### config.mk
export PLATFORM = sky130hd
export DESIGN_NAME = uart_rx
export DESIGN_NICKNAME = d
export VERILOG_FILES = /design/src/rtl/uart_rx.sv
export SDC_FILE = /design/constraint.sdc
export NUM_CORES = 1
export LEC_CHECK = 0
export BUFFER_PORTS_ARGS = -buffer_cell sky130_fd_sc_hd__buf_2
export CORE_MARGIN = 2
export CORE_UTILIZATION = 58
export DETAILED_ROUTE_END_ITERATION = 6
export PLACE_DENSITY = 0.78
export SYNTH_ARGS = -nofsm -noshare
export SYNTH_HDL_FRONTEND = slang
export SYNTH_SLANG_ARGS = --single-unit
### constraint.sdc
create_clock -name i_clk -period 2.65 [get_ports i_clk]
set_input_delay 0.53 -clock i_clk [delete_from_list [all_inputs] [get_ports i_clk]]
set_output_delay 0.53 -clock i_clk [all_outputs]
set_load 0.02 [all_outputs]
### src/rtl/uart_rx.sv
// 8N1 UART receiver: 2-flop synchronised line, falling-edge start detect, mid-bit sampling.
// Latency: o_valid 2 + HALF_BIT + 9*CLKS_PER_BIT (+/-1) cycles after the start edge on i_rx.
// No backpressure: o_data/o_valid are a fire-and-forget strobe; consumer must take it.
module uart_rx #(
  parameter int CLKS_PER_BIT = 434
) (
  input  logic       i_clk,
  input  logic       i_rst,
  input  logic       i_rx,
  output logic [7:0] o_data,
  output logic       o_valid,
  output logic       o_frame_err,
  output logic       o_busy
);

  localparam int HALF_BIT = CLKS_PER_BIT / 2;
  localparam int CNT_W    = $clog2(CLKS_PER_BIT);
  localparam logic [CNT_W-1:0] CNT_HALF = CNT_W'(HALF_BIT - 1);
  localparam logic [CNT_W-1:0] CNT_LAST = CNT_W'(CLKS_PER_BIT - 1);
  localparam logic [CNT_W-1:0] CNT_ONE  = CNT_W'(1);

  typedef enum logic [1:0] {
    IDLE,
    START,
    DATA,
    STOP
  } state_t;

  logic             rx_meta_q;
  logic             rx_s_q;
  logic             rx_prev_q;
  state_t           state_q;
  logic [CNT_W-1:0] clk_cnt_q;
  logic [2:0]       bit_cnt_q;
  logic [7:0]       shift_q;
  logic [7:0]       data_q;
  logic             valid_q;
  logic             ferr_q;

  // Synchronise the asynchronous line and keep a one-cycle history for edge detection.
  always_ff @(posedge i_clk or negedge i_rst) begin
    if (!i_rst) begin
      rx_meta_q <= 1'b1;
      rx_s_q    <= 1'b1;
      rx_prev_q <= 1'b1;
    end else begin
      rx_meta_q <= i_rx;
      rx_s_q    <= rx_meta_q;
      rx_prev_q <= rx_s_q;
    end
  end

  // Frame FSM: start-bit qualification, data shifting, stop-bit check and output strobes.
  always_ff @(posedge i_clk or negedge i_rst) begin
    if (!i_rst) begin
      state_q   <= IDLE;
      clk_cnt_q <= '0;
      bit_cnt_q <= '0;
      shift_q   <= '0;
      data_q    <= '0;
      valid_q   <= 1'b0;
      ferr_q    <= 1'b0;
    end else begin
      valid_q <= 1'b0;
      ferr_q  <= 1'b0;
      case (state_q)
        IDLE: begin
          // Only a high-to-low transition arms a frame; a held-low line is ignored.
          if (rx_prev_q && !rx_s_q) begin
            state_q   <= START;
            clk_cnt_q <= '0;
          end
        end
        START: begin
          if (clk_cnt_q == CNT_HALF) begin
            clk_cnt_q <= '0;
            if (!rx_s_q) begin
              state_q   <= DATA;
              bit_cnt_q <= '0;
            end else begin
              // Line went back high before mid start bit: treat as a glitch.
              state_q <= IDLE;
            end
          end else begin
            clk_cnt_q <= clk_cnt_q + CNT_ONE;
          end
        end
        DATA: begin
          if (clk_cnt_q == CNT_LAST) begin
            clk_cnt_q <= '0;
            shift_q   <= {rx_s_q, shift_q[7:1]};
            if (bit_cnt_q == 3'd7) begin
              state_q <= STOP;
            end else begin
              bit_cnt_q <= bit_cnt_q + 3'd1;
            end
          end else begin
            clk_cnt_q <= clk_cnt_q + CNT_ONE;
          end
        end
        STOP: begin
          // Leaving at mid stop bit leaves half a bit of slack to catch a back-to-back start edge.
          if (clk_cnt_q == CNT_LAST) begin
            clk_cnt_q <= '0;
            state_q   <= IDLE;
            if (rx_s_q) begin
              data_q  <= shift_q;
              valid_q <= 1'b1;
            end else begin
              ferr_q <= 1'b1;
            end
          end else begin
            clk_cnt_q <= clk_cnt_q + CNT_ONE;
          end
        end
        default: state_q <= IDLE;
      endcase
    end
  end

  assign o_data      = data_q;
  assign o_valid     = valid_q;
  assign o_frame_err = ferr_q;
  assign o_busy      = (state_q != IDLE);

endmodule

==> results of run 1 <==
-- worst max-delay path by stage --
stage / startpoint / endpoint / slack [ns] / depth (start not counted)
after floorplan: clk_cnt_q[0] / bit_cnt_q[0] / 0.66 / 6
after global placement: clk_cnt_q[0] / bit_cnt_q[0] / 0.45 / 6
after detailed placement: clk_cnt_q[1] / bit_cnt_q[0] / 0.37 / 6
after CTS: clk_cnt_q[1] / bit_cnt_q[0] / 0.36 / 6
after global routing: clk_cnt_q[1] / bit_cnt_q[0] / 0.25 / 6
final: clk_cnt_q[1] / bit_cnt_q[0] / 0.38 / 6
-- cell families after synthesis --
| logic type | Yosys count | share of synthesized area |
|---|---|---|
| adder cells (fa/ha/maj) | 5 | 0.0387 |
| flip-flops | 35 | 0.544 |
| multiplexers | 19 | 0.131 |
| XOR/XNOR | 2 | 0.0108 |
| AO/OA/AOI/OAI | 25 | 0.0990 |
| buffers and inverters | 13 | 0.0348 |
| AND/OR/NAND/NOR | 41 | 0.142 |
-- layout make-up --
type                       instances  area, sq um  area share
sequential                        35          880       0.495
multi-input combinational         92          682       0.384
timing repair buffer              14         72.6      0.0408
clock buffer                       6         51.3      0.0289
tap                               31         38.8      0.0218
inverter                          10         37.5      0.0211
clock inverter                     2         16.3     0.00915
-- flip-flops by register name, summed over array words and instances, names as in the netlist, named ones only --
name and flops:
clk_cnt_q 9, o_data 8, shift_q 8, bit_cnt_q 3, o_frame_err 1, o_valid 1
rx_meta_q 1, rx_prev_q 1, rx_s_q 1, state_q 1
-- worst max-delay path, delay by kind of cell, from the launching register on --
kind | cells | cell delay, ns
buffers and inverters | 1 | 0.11
adders and majority gates | 1 | 0.15
and+or+nand+nor | 1 | 0.42
DFF | 1 | 0.42
AOI/OAI and AO/OA | 2 | 0.72
muxes | 1 | 0.35
-- stage by stage --
step           power, mW  worst slack, ns  std cells
2_1_floorplan      0.938            0.660        140
3_3_place_gp        1.02            0.453        182
3_5_place_dp        1.03            0.367        182
4_1_cts             1.35            0.363        190
5_1_grt             1.44            0.249        190
6_report            1.34            0.375        190
-- report_power, final --
part           switching (mW)  total, mW  leakage [nW]  internal [mW]
clock                   0.185      0.316        0.0345          0.130
combinational           0.204      0.337         0.381          0.133
sequential             0.0878      0.686         0.467          0.599
-- metal layers --
metal  up-vias  GRT usage  wire length [um]
met3         8     0.0760               139
met5         -          0                 0
met1       500      0.278              1340
met4         0     0.0698                59
li1        534          -                 -
met2        23      0.289              1210
-- placed cells by master, fill, tap and decap left out, types with 2 or more instances in the layout --
| master | count |
|---|---|
| dfrtp_1 | 32 |
| mux2_2 | 16 |
| nand2_1 | 15 |
| buf_2 | 13 |
| inv_1 | 10 |
| o21ai_0 | 6 |
| nor2_1 | 5 |
| ha_1 | 5 |
| clkbuf_4 | 5 |
| a21oi_1 | 4 |
| nand3_1 | 4 |
| o22ai_1 | 3 |
| dfstp_2 | 3 |
| or2_2 | 2 |
| a22oi_1 | 2 |
| xor2_1 | 2 |
| o21ai_1 | 2 |
| nor2b_1 | 2 |
| nor3_1 | 2 |
| nor4_1 | 2 |
| o211ai_1 | 2 |
| mux2i_1 | 2 |
==> out/qor.yml, run 1 <==
setup_path:
  critPathLaunchType: "register"
  crit_arrival_ns: 2.53
  critPathCaptureType: "register"
  r2r-start: "clk_cnt_q[1]"
  criticalPathCategory: "reg2reg"
  r2r_slack_ns: 0.38
  r2r-end: "bit_cnt_q[0]"
  slowest_delay_ns: 0.46
  crit_path_cell_trace: "inv_1, ha_1, or4b_1, o311a_1, a21oi_2, mux2_1"
  critical_path_required_ns: 2.90
  crit_slowest_cell: "o311a_1"
  worstPathMaxFanout: 11
  r2r_cells: 6
cts:
  clock_latency_ns: 0.36
  cts.repair.resized: 0
  cts_inserted_buffers: 5
  cts_htree_levels: 2
  ctsHoldBuffers: 0
  cts_sinks: 35
  postCtsSetupBuffers: 0
  cts_buffer_depth: 2
  path_clk_slew_ns: 0.12
  root_buffer: "clkbuf_4"
  cts_tree: "built"
drt:
  ant_nets: 0
  via_count: 1065
  viasPerCell: 5.61
  finalWirelength_mm: 2.75
  dr.pass1.iters: 4
  wl_per_cell_um: 14.5
  drcViolationCount: 0
  initialDrtViolationCount: 45
grt:
  grt_pass1_vias: 1063
  antenna_found_initial: 0
  grt_pass1_wl_mm: 4.84
  track_usage: 0.200
  grt_max_degree: 36
  gr-total-overflow: 0
placed_design:
  placed_area_sq_um: 1710
  io_buffer_count: 13
  hpwl_mm: 1.94
  gp_congestion: 0.852
sta:
  holdWs_ns: 0.218
  tns_ns: 0
  setup_viol: 0
  max_freq_mhz: 440
  finalClockSkew_ns: 0.0173
  min_period_ns: 2.27
  slew_headroom: 0.478
  final-hold-violation-count: 0
  worstMarginPinSlew_ns: 0.782
  rsz0062_at_grt: "no"
  slew_viol_final: 0
  final.period_utilization: 0.858
logic_synthesis:
  yosys_warnings: 0
  yosysMostFrequentCell: "dfrtp_1"
  syn_inst: 140
  syn_area_sq_um: 1620
  ys_ff_latch: 35
  synth_flop_cell: "dfrtp_1"
  synth_top_cells_by_count: "dfrtp_1, mux2_2, nand2_1, inv_1, o21ai_0"
  synth.area.top_cells: "dfrtp_1, mux2_2, dfstp_2"
  synth_nets: 148
  syn_avg_cell_area_sq_um: 11.6
  synth_edf_count: 0
  yosysTopAreaCell: "dfrtp_1"
  postSynth.asyncResetShare: 1.00
  yosys.area.top_type_share: 0.495
  ys_seq_area_frac: 0.544
  synthDistinctLibCells: 38
cells_and_area:
  nFillCells: 224
  syn_to_final_growth_pct: 9.90
  nets: 166
  drive_gt1_frac: 0.296
  utilization: 0.656
  design_area_sq_um: 1780
  diodes: 0
floorplanning:
  ios: 14
  die_h_um: 56.8
  fp-row-count: 19
  start_util: 0.597
  fp.coreArea_sq_um: 2710
  dieWidth_um: 56.8
  die-area_sq_um: 3230
power:
  vdd_ir_drop_max_v: 0.000531
  p_per_area_nw_per_um2: 753
  p_leak_nw: 0.882
status:
  status: "complete, no violations"
run:
  maxCapViolCount: 0
worst_hold_path:
  hp-class: "in2async"
No activity file was read; power rests on OpenSTA's default activity.
==> run 2, diff against run 1 <==
- CELL_PAD_IN_SITES_DETAIL_PLACEMENT: not set -> 1
- CELL_PAD_IN_SITES_GLOBAL_PLACEMENT: not set -> 2
- CORE_UTILIZATION: 58 -> 39
- GPL_TIMING_DRIVEN: not set -> 0
- PLACE_DENSITY: 0.78 -> not set
- PLACE_DENSITY_LB_ADDON: not set -> 0.1
==> out/qor.yml, run 2 (synthesized netlist as in run 1, its figures left out) <==
grt:
  global_route.usage.met3: 0.0543  # -0.0218
  grt_pass1_vias: 1150  # +8.2%
  track_usage: 0.165  # -0.0352
  met1_usage: 0.207  # -0.0710
  grt_max_degree: 36  # unchanged
  grt.busiest_layer: "met2"
  antenna_found_initial: 0  # unchanged
  gr-total-overflow: 0  # unchanged
  met2_usage: 0.267  # -0.0222
  grt_pass1_wl_mm: 5.55  # +15%
floorplanning:
  ios: 14  # unchanged
  die-area_sq_um: 4680  # +45%
  fp-row-count: 23  # +4
  fp.coreArea_sq_um: 4000  # +48%
  dieWidth_um: 68.4  # +20%
  die_h_um: 68.4  # +20%
  start_util: 0.404  # -0.193
drt:
  ant_nets: 0  # unchanged
  wl_per_cell_um: 15.4  # +6.4%
  dr.pass1.iters: 4  # unchanged
  via_count: 1118  # +5.0%
  drcViolationCount: 0  # unchanged
  viasPerCell: 5.30  # -5.5%
  finalWirelength_mm: 3.25  # +18%
  initialDrtViolationCount: 34  # -24%
cts:
  clock_latency_ns: 0.29  # -0.07 ns
  cts_buffer_depth: 2  # unchanged
  cts_tree: "built"
  root_buffer: "clkbuf_8"
  postCtsSetupBuffers: 0  # unchanged
  path_clk_slew_ns: 0.07  # -0.05 ns
  cts_sinks: 35  # unchanged
  cts_inserted_buffers: 5  # unchanged
  ctsHoldBuffers: 0  # unchanged
  cts.repair.resized: 0  # unchanged
  cts_htree_levels: 2  # unchanged
cells_and_area:
  seq_area_sq_um: 880  # unchanged
  final_common_cell: "dfrtp_1"
  drive_gt1_frac: 0.286  # -0.00988
  design_area_sq_um: 1830  # +3.0%
  diodes: 0  # unchanged
  nets: 168  # +1.2%
  multi_input_area_sq_um: 682  # unchanged
  nFillCells: 452  # +100%
  largest_reg_flops: 9  # unchanged
  syn_to_final_growth_pct: 13.1
  final_cell_mix: "dfrtp_1, mux2_2, nand2_1"
  regMostFlops: "clk_cnt_q"
status:
  status: "complete, no violations"
setup_path:
  slowest_delay_ns: 0.45  # about the same
  crit_path_cell_trace: "inv_1, ha_1, or4b_1, o311a_1, a21oi_2, mux2_1"
  crit_slowest_cell: "dfrtp_1"
  critical_path_required_ns: 2.81  # -0.09 ns
  worstPathMaxFanout: 7  # -4
  critPathLaunchType: "register"
  crit_arrival_ns: 2.29  # -0.24 ns
  criticalPathCategory: "reg2reg"
  critPathCaptureType: "register"
power:
  pwr-share-clk: 0.264  # +0.028
  vdd_ir_drop_max_v: 0.000426  # -20%
  sequentialPowerShare: 0.480  # -0.033
  p_per_area_nw_per_um2: 773  # +2.6%
  pwr-share-comb: 0.256  # +0.004
  p_leak_nw: 0.893  # +1.2%
  p_int_uw: 918  # +6.5%
  swShare: 0.351  # -0.00501
  switchingPower_uw: 496  # +4.1%
sta:
  max_freq_mhz: 469  # +6.7%
  tns_ns: 0  # unchanged
  rsz0062_at_grt: "no"
  slew_viol_final: 0  # unchanged
  slew_headroom: 0.455  # -0.0235
  final.period_utilization: 0.805  # -0.0536
  min_period_ns: 2.13  # -0.142 ns
  finalClockSkew_ns: 0.00910  # -0.00815 ns
  final-hold-violation-count: 0  # unchanged
  setup_viol: 0  # unchanged
  worstMarginPinSlew_ns: 0.818  # +0.0353 ns
placed_design:
  placed_area_sq_um: 1750  # +2.0%
  gp_congestion: 0.744  # -13%
  hpwl_mm: 2.33  # +20%
  io_buffer_count: 13  # unchanged
worst_hold_path:
  hp-class: "in2async"
run:
  maxCapViolCount: 0  # unchanged
[run 2: changes by cell type in the layout (fill, tap and decap cells not counted), sizes merged]
cell	change
clkbuf	+2
[run 2: metrics by stage]
stage / hold slack [ns] / power (mW) / std cells / worst slack (ns) / utilization
floorplan: 0.234 / 0.938 / 140 / 0.660 / -
global placement: 0.348 / 1.04 / 203 / 0.532 / 0.436
detailed placement: 0.352 / 1.06 / 203 / 0.518 / 0.436
CTS: 0.337 / 1.44 / 211 / 0.490 / 0.458
global route: 0.330 / 1.53 / 211 / 0.378 / 0.458
finish: 0.317 / 1.41 / 211 / 0.517 / 0.458
[run 2: area by class of cell]
type	count	share of cell area
flip-flops and latches	35	0.481
multi-input cells	92	0.373
clock buffers	6	0.0396
repair buffers	13	0.0355
well taps	50	0.0342
inverters	10	0.0205
plain buffers	3	0.0103
clock inverters	2	0.00684
[run 2: power by group through the flow]
stage | clock network, mW | logic [mW] | registers, mW
after floorplan | 0 | 0.273 | 0.666
after global placement | 0 | 0.359 | 0.685
after detailed placement | 0 | 0.371 | 0.687
after CTS | 0.385 | 0.371 | 0.679
after global routing | 0.412 | 0.422 | 0.696
final | 0.373 | 0.363 | 0.679
[run 2: worst max-delay path, delay by kind of cell (launching register included)]
kind	cells	cell delay, ns
buffers and inverters	1	0.08
flip-flops	1	0.45
AO/OA/AOI/OAI	2	0.57
multiplexers	1	0.35
AND/OR/NAND/NOR	1	0.44
adder cells (fa/ha/maj)	1	0.13
[run 2: worst paths after layout]
kind	startpoint	end	slack, ns	cells after the start
max in group asynchronous	i_rst	state_q[0]	1.84	1
min in group i_clk	i_rx	rx_meta_q	0.34	1
max reg2reg	clk_cnt_q[0]	bit_cnt_q[0]	0.52	6
min	i_rst	clk_cnt_q[7]	0.32	1
min reg2reg	rx_meta_q	rx_s_q	0.36	0
max	clk_cnt_q[0]	bit_cnt_q[0]	0.52	6
[run 2: layer usage]
metal	wire, um	share of wire	vias up
met5	0	0	-
met4	49	0.015	0
li1	-	-	536
met2	1590	0.49	15
met3	115	0.035	6
met1	1500	0.46	561
